## config.mk

```make
export PLATFORM = sky130hd
export DESIGN_NAME = sys_timer_gpio
export DESIGN_NICKNAME = d
export VERILOG_FILES = /design/src/rtl/sys_timer_gpio.sv
export SDC_FILE = /design/constraint.sdc
export NUM_CORES = 1
export LEC_CHECK = 0
export CAP_MARGIN = 5
export CORE_ASPECT_RATIO = 0.75
export CORE_UTILIZATION = 55
export DETAILED_ROUTE_END_ITERATION = 12
export GPL_ROUTABILITY_DRIVEN = 0
export PLACE_DENSITY_LB_ADDON = 0.25
export RECOVER_POWER = 100
export SLEW_MARGIN = 20
export SYNTH_ARGS = -nofsm -noshare
export SYNTH_HDL_FRONTEND = slang
export SYNTH_SLANG_ARGS = --single-unit
```

## constraint.sdc

```tcl
create_clock -name clk -period 3.7 [get_ports clk]
set_input_delay 0.74 -clock clk [delete_from_list [all_inputs] [get_ports clk]]
set_output_delay 0.74 -clock clk [all_outputs]
set_load 0.02 [all_outputs]
```

## src/rtl/sys_timer_gpio.sv

```systemverilog
// System control peripheral: LED outputs with per-LED blink, debounced switch inputs,
// a prescaled 16-bit reload timer and an active-low level interrupt on the CPU bus.
module sys_timer_gpio #(
   parameter int NLED      = 4,
   parameter int NSW       = 6,
   parameter int PRESCALE  = 40000,
   parameter int DEBOUNCE  = 400000,
   parameter int BLINK_BIT = 22
) (
   input  logic            clk,
   input  logic            reset,
   input  logic            cs_b,
   input  logic            rnw,
   input  logic [1:0]      addr,
   input  logic [15:0]     din,
   output logic [15:0]     dout,
   input  logic [NSW-1:0]  sw,
   output logic [NLED-1:0] led,
   output logic            int_b
);

   localparam int PS_W = (PRESCALE > 1) ? $clog2(PRESCALE) : 1;
   localparam int DB_W = (DEBOUNCE > 1) ? $clog2(DEBOUNCE) : 1;
   localparam logic [PS_W-1:0] PS_LAST = PS_W'(PRESCALE - 1);
   localparam logic [DB_W-1:0] DB_LAST = DB_W'(DEBOUNCE - 1);

   typedef enum logic {IDLE = 1'b0, RUN = 1'b1} tmr_state_t;

   tmr_state_t      state, state_nxt;
   logic [NLED-1:0] led_reg, blink_en;
   logic [23:0]     blink_cnt;
   logic [NSW-1:0]  sync1, sync2, sw_state;
   logic [DB_W-1:0] db_cnt [NSW];
   logic [PS_W-1:0] presc;
   logic [15:0]     count, reload;
   logic            ien, pend;
   logic            wr_en, led_wr, tmr_wr, ctl_wr, tick, expire;

   assign wr_en  = !cs_b && !rnw;
   assign led_wr = wr_en && (addr == 2'd0);
   assign tmr_wr = wr_en && (addr == 2'd2);
   assign ctl_wr = wr_en && (addr == 2'd3);
   // A TMR write in the tick cycle suppresses the decrement and any expiry.
   assign expire = tick && !tmr_wr && (count == 16'h0000);

   // Timer run/idle state register; the state doubles as the ten control bit.
   always_ff @(posedge clk) begin
      if (reset) state <= IDLE;
      else       state <= state_nxt;
   end

   // Next timer state from CTL writes and prescaler tick detection.
   always_comb begin
      state_nxt = state;
      tick      = 1'b0;
      if (ctl_wr) state_nxt = din[0] ? RUN : IDLE;
      if (state == RUN && presc == PS_LAST) tick = 1'b1;
   end

   // Timer datapath: prescaler, down-counter, reload, pending flag and interrupt output.
   always_ff @(posedge clk) begin
      if (reset) begin
         presc  <= '0;
         count  <= 16'hFFFF;
         reload <= 16'hFFFF;
         ien    <= 1'b0;
         pend   <= 1'b0;
         int_b  <= 1'b1;
      end else begin
         if (state == RUN) presc <= tick ? '0 : presc + 1'b1;
         if (tmr_wr) begin
            reload <= din;
            count  <= din;
            presc  <= '0;
         end else if (tick) begin
            count <= (count == 16'h0000) ? reload : count - 16'd1;
         end
         // Expiry beats a simultaneous software clear so no interrupt is lost.
         if (expire)                pend <= 1'b1;
         else if (ctl_wr && din[15]) pend <= 1'b0;
         if (ctl_wr) ien <= din[1];
         int_b <= !(pend && ien);
      end
   end

   // LED registers, free-running blink counter and registered LED drive.
   always_ff @(posedge clk) begin
      if (reset) begin
         led_reg   <= '0;
         blink_en  <= '0;
         blink_cnt <= '0;
         led       <= '0;
      end else begin
         blink_cnt <= blink_cnt + 24'd1;
         if (led_wr) begin
            led_reg  <= din[NLED-1:0];
            blink_en <= din[8+NLED-1:8];
         end
         led <= (blink_en & {NLED{blink_cnt[BLINK_BIT]}}) | (~blink_en & led_reg);
      end
   end

   // Switch synchroniser and per-bit debounce; a bit only changes after DEBOUNCE
   // consecutive cycles of disagreement with the current debounced state.
   always_ff @(posedge clk) begin
      if (reset) begin
         sync1    <= '0;
         sync2    <= '0;
         sw_state <= '0;
         for (int i = 0; i < NSW; i++) db_cnt[i] <= '0;
      end else begin
         sync1 <= sw;
         sync2 <= sync1;
         for (int i = 0; i < NSW; i++) begin
            if (sync2[i] != sw_state[i]) begin
               if (db_cnt[i] == DB_LAST) begin
                  sw_state[i] <= sync2[i];
                  db_cnt[i]   <= '0;
               end else begin
                  db_cnt[i] <= db_cnt[i] + 1'b1;
               end
            end else begin
               db_cnt[i] <= '0;
            end
         end
      end
   end

   // Combinational read mux; idle bus reads as zero.
   always_comb begin
      dout = 16'h0000;
      if (!cs_b) begin
         case (addr)
            2'd0: begin
               dout[NLED-1:0]   = led_reg;
               dout[8+NLED-1:8] = blink_en;
            end
            2'd1: dout[NSW-1:0] = sw_state;
            2'd2: dout = count;
            default: begin
               dout[0]  = (state == RUN);
               dout[1]  = ien;
               dout[15] = pend;
            end
         endcase
      end
   end

endmodule
```

==> flow_summary.toml <==
[critical_path]
worstPathRequired_ns = 2.96
slowest_delay_ns = 0.69
cp.arrival_ns = 2.83
crit_top_cell = "clkdlybuf4s50_1"
path_cells = "clkdlybuf4s50_1 > ha_1 > a222oi_1 > nor3_1 > clkdlybuf4s50_1"
path_max_fanout = 8
critical_path_class = "input pin to output pin"
worstSetupEndpointType = "output pin"
critPathSlowestCell = "clkdlybuf4s50_1"
crit_path_start_kind = "input pin"

[clocking]
cts.sinks = 219
root_buffer = "clkbuf_16"
clock_path_buffers = 3
cts_made_buffers = 23
htree_levels = 1
clkLatencyLatePin_ns = 0.52
cts_setup_buffers = 0
path_clk_slew_ns = 0.06
cts_tree = "built"

[layout]
final_cell_mix = "nor2_1, edfxtp_1, conb_1"
drive_above_1_share_pct = 4.26
final_util_pct = 65.5
largest_registers = "db_cnt (114), blink_cnt (23)"
nets = 1340
area_growth_pct = 16.6
layout_commonest_cell = "nor2_1"
diodes = 0
largest_register = "db_cnt"
largest_reg_flops = 114
fin_area_mm2 = 0.0127
fill_cells = 1580

[timing]
rsz0062_at_grt = "no"
tns_ns = 0
clock_skew_ns = 0.0158
worst_slack_ns = 0.130
setup_violations = 0
min_period_over_period_pct = 96.5
max-slew-margin-rel_pct = -40.1
fmax_ghz = 0.280
finalHoldViolCount = 0
tightestPinTransition_ns = 2.10
slew_violations = 48
layout_min_cycle_time_ns = 3.57

[global_routing]
grt.total_usage_pct = 22.5
grt_pass1_wl_um = 36700
antenna_found_initial = 0
grt_pass1_vias = 7521
grt_use_met3_pct = 3.76
grtUsageMet1_pct = 32.6
met2_usage_pct = 35.1
grt-busiest-layer = "met2"
grt_overflow = 0
grt_max_degree = 48

[status]
failed_checks = "capacitance limit, slew limit"
status = "finished with violations"

[power_and_ir_drop]
p_leak_nw = 4.70
power_density_mw_per_mm2 = 417
peakVddDrop_mv = 0.352
power_mw = 5.30

[routing]
wl_um = 22400
first_pass_iters = 6
vias_per_cell = 5.31
drt_iter0_drc = 706
wire_per_inst_um = 14.3
drc = 0
antenna_left = 0
vias = 8316

[place]
dp_hpwl_um = 15700
placed_area_mm2 = 0.0120
port_buffers = 48
preCtsSetupSlack_ns = 0.0965

[die]
dieWidth_um = 164
io_pins = 49
initial_core_util_pct = 56.2
dieArea_mm2 = 0.0204
core_mm2 = 0.0194
die_h_um = 124
rows = 44

[logic_synthesis]
synth.avg_cell_area_um2 = 9.50
syn_area_mm2 = 0.0109
synth.distinct_cells = 61
synth-edff-count = 114
async_reset_ff_share_pct = 0
ys.flop_type = "edfxtp_1"
yosysSeqAreaShare_pct = 50.7
ys_seq_elements = 219
synth-warning-count = 0
synth_cells = 1147

[worst_hold_path]
hp-class = "flip-flop to flip-flop"

[job]
maxCapViolCount = 1
==> Yosys cell counts (6+ instances only) <==
library cell,n,area [µm²]
a21oi_1,42,210
a22oi_1,6,45.0
and2_1,9,56.3
and3_1,18,113
and4_1,10,87.6
buf_1,6,22.5
clkbuf_1,32,120
dfxtp_1,105,2100
edfxtp_1,114,3420
ha_1,15,188
inv_1,21,78.8
mux2i_1,10,100
nand2_1,100,375
nand2b_1,14,87.6
nand3_1,68,340
nand4_1,45,282
nor2_1,221,830
nor2b_1,15,93.8
nor3_1,31,155
nor4_1,11,68.8
o211ai_1,7,52.6
o21ai_0,14,70.1
o21bai_1,6,45.0
or3_1,15,93.8
xnor2_1,48,420
xor2_1,95,832
==> power by group <==
group / internal [mW] / switching [mW]
registers: 2.63 / 0.0783
clock network: 1.36 / 0.966
logic: 0.115 / 0.149
total: 4.10 / 1.19
==> per-stage QoR <==
| step | hold slack [ns] | cells |
|---|---|---|
| after detailed placement | 0.409 | 1525 |
| after CTS | 0.422 | 1567 |
| after floorplan | 0.393 | 1260 |
| after global placement | 0.412 | 1525 |
| final | 0.421 | 1567 |
| after global routing | 0.437 | 1567 |
==> final cells by class <==
| class | count | area, µm² | area share, % |
|---|---|---|---|
| Timing Repair Buffer | 61 | 548 | 4.31 |
| Clock inverter | 12 | 87.6 | 0.690 |
| Inverter | 21 | 78.8 | 0.621 |
| Multi-Input combinational cell | 971 | 5470 | 43.1 |
| Sequential cell | 219 | 5530 | 43.5 |
| Clock buffer | 30 | 676 | 5.32 |
| Tap cell | 253 | 317 | 2.49 |
==> repair_timing <==
| action | in CTS | in global routing |
|---|---|---|
| setup endpoints to repair | 0 | 1 |
| resized for setup | 0 | 1 |
| hold buffers | 0 | 0 |
==> final timing paths <==
path,startpoint,to,slack [ns],depth (start not counted)
worst max-delay path,addr[1],dout[2],0.13,5
worst min-delay path,ien,int_b,0.42,1
worst max register to register,db_cnt[4][0],db_cnt[4][6],0.96,6
worst min register to register,ien,int_b,0.42,1
==> routing by layer <==
layer,vias to the layer above,wire length [µm]
li1,4211,-
met1,3869,10900
met2,194,9920
met3,42,1170
met4,0,498
met5,-,0
==> cell families after synthesis <==
group | synth area share [%]
xor+xnor | 11.5
buf+inv | 2.87
flops | 50.7
simple gates | 26.4
other cells | 0.0344
fa+ha+maj | 1.72
mux | 0.919
compound gates | 5.87
==> critical path: cells and delay by family <==
kind | cells | cell delay [ns]
AND/OR/NAND/NOR | 1 | 0.31
buffers and inverters | 2 | 1.23
AO/OA/AOI/OAI | 1 | 0.15
adder cells (fa/ha/maj) | 1 | 0.40
Power figures use the tool's default switching activity.
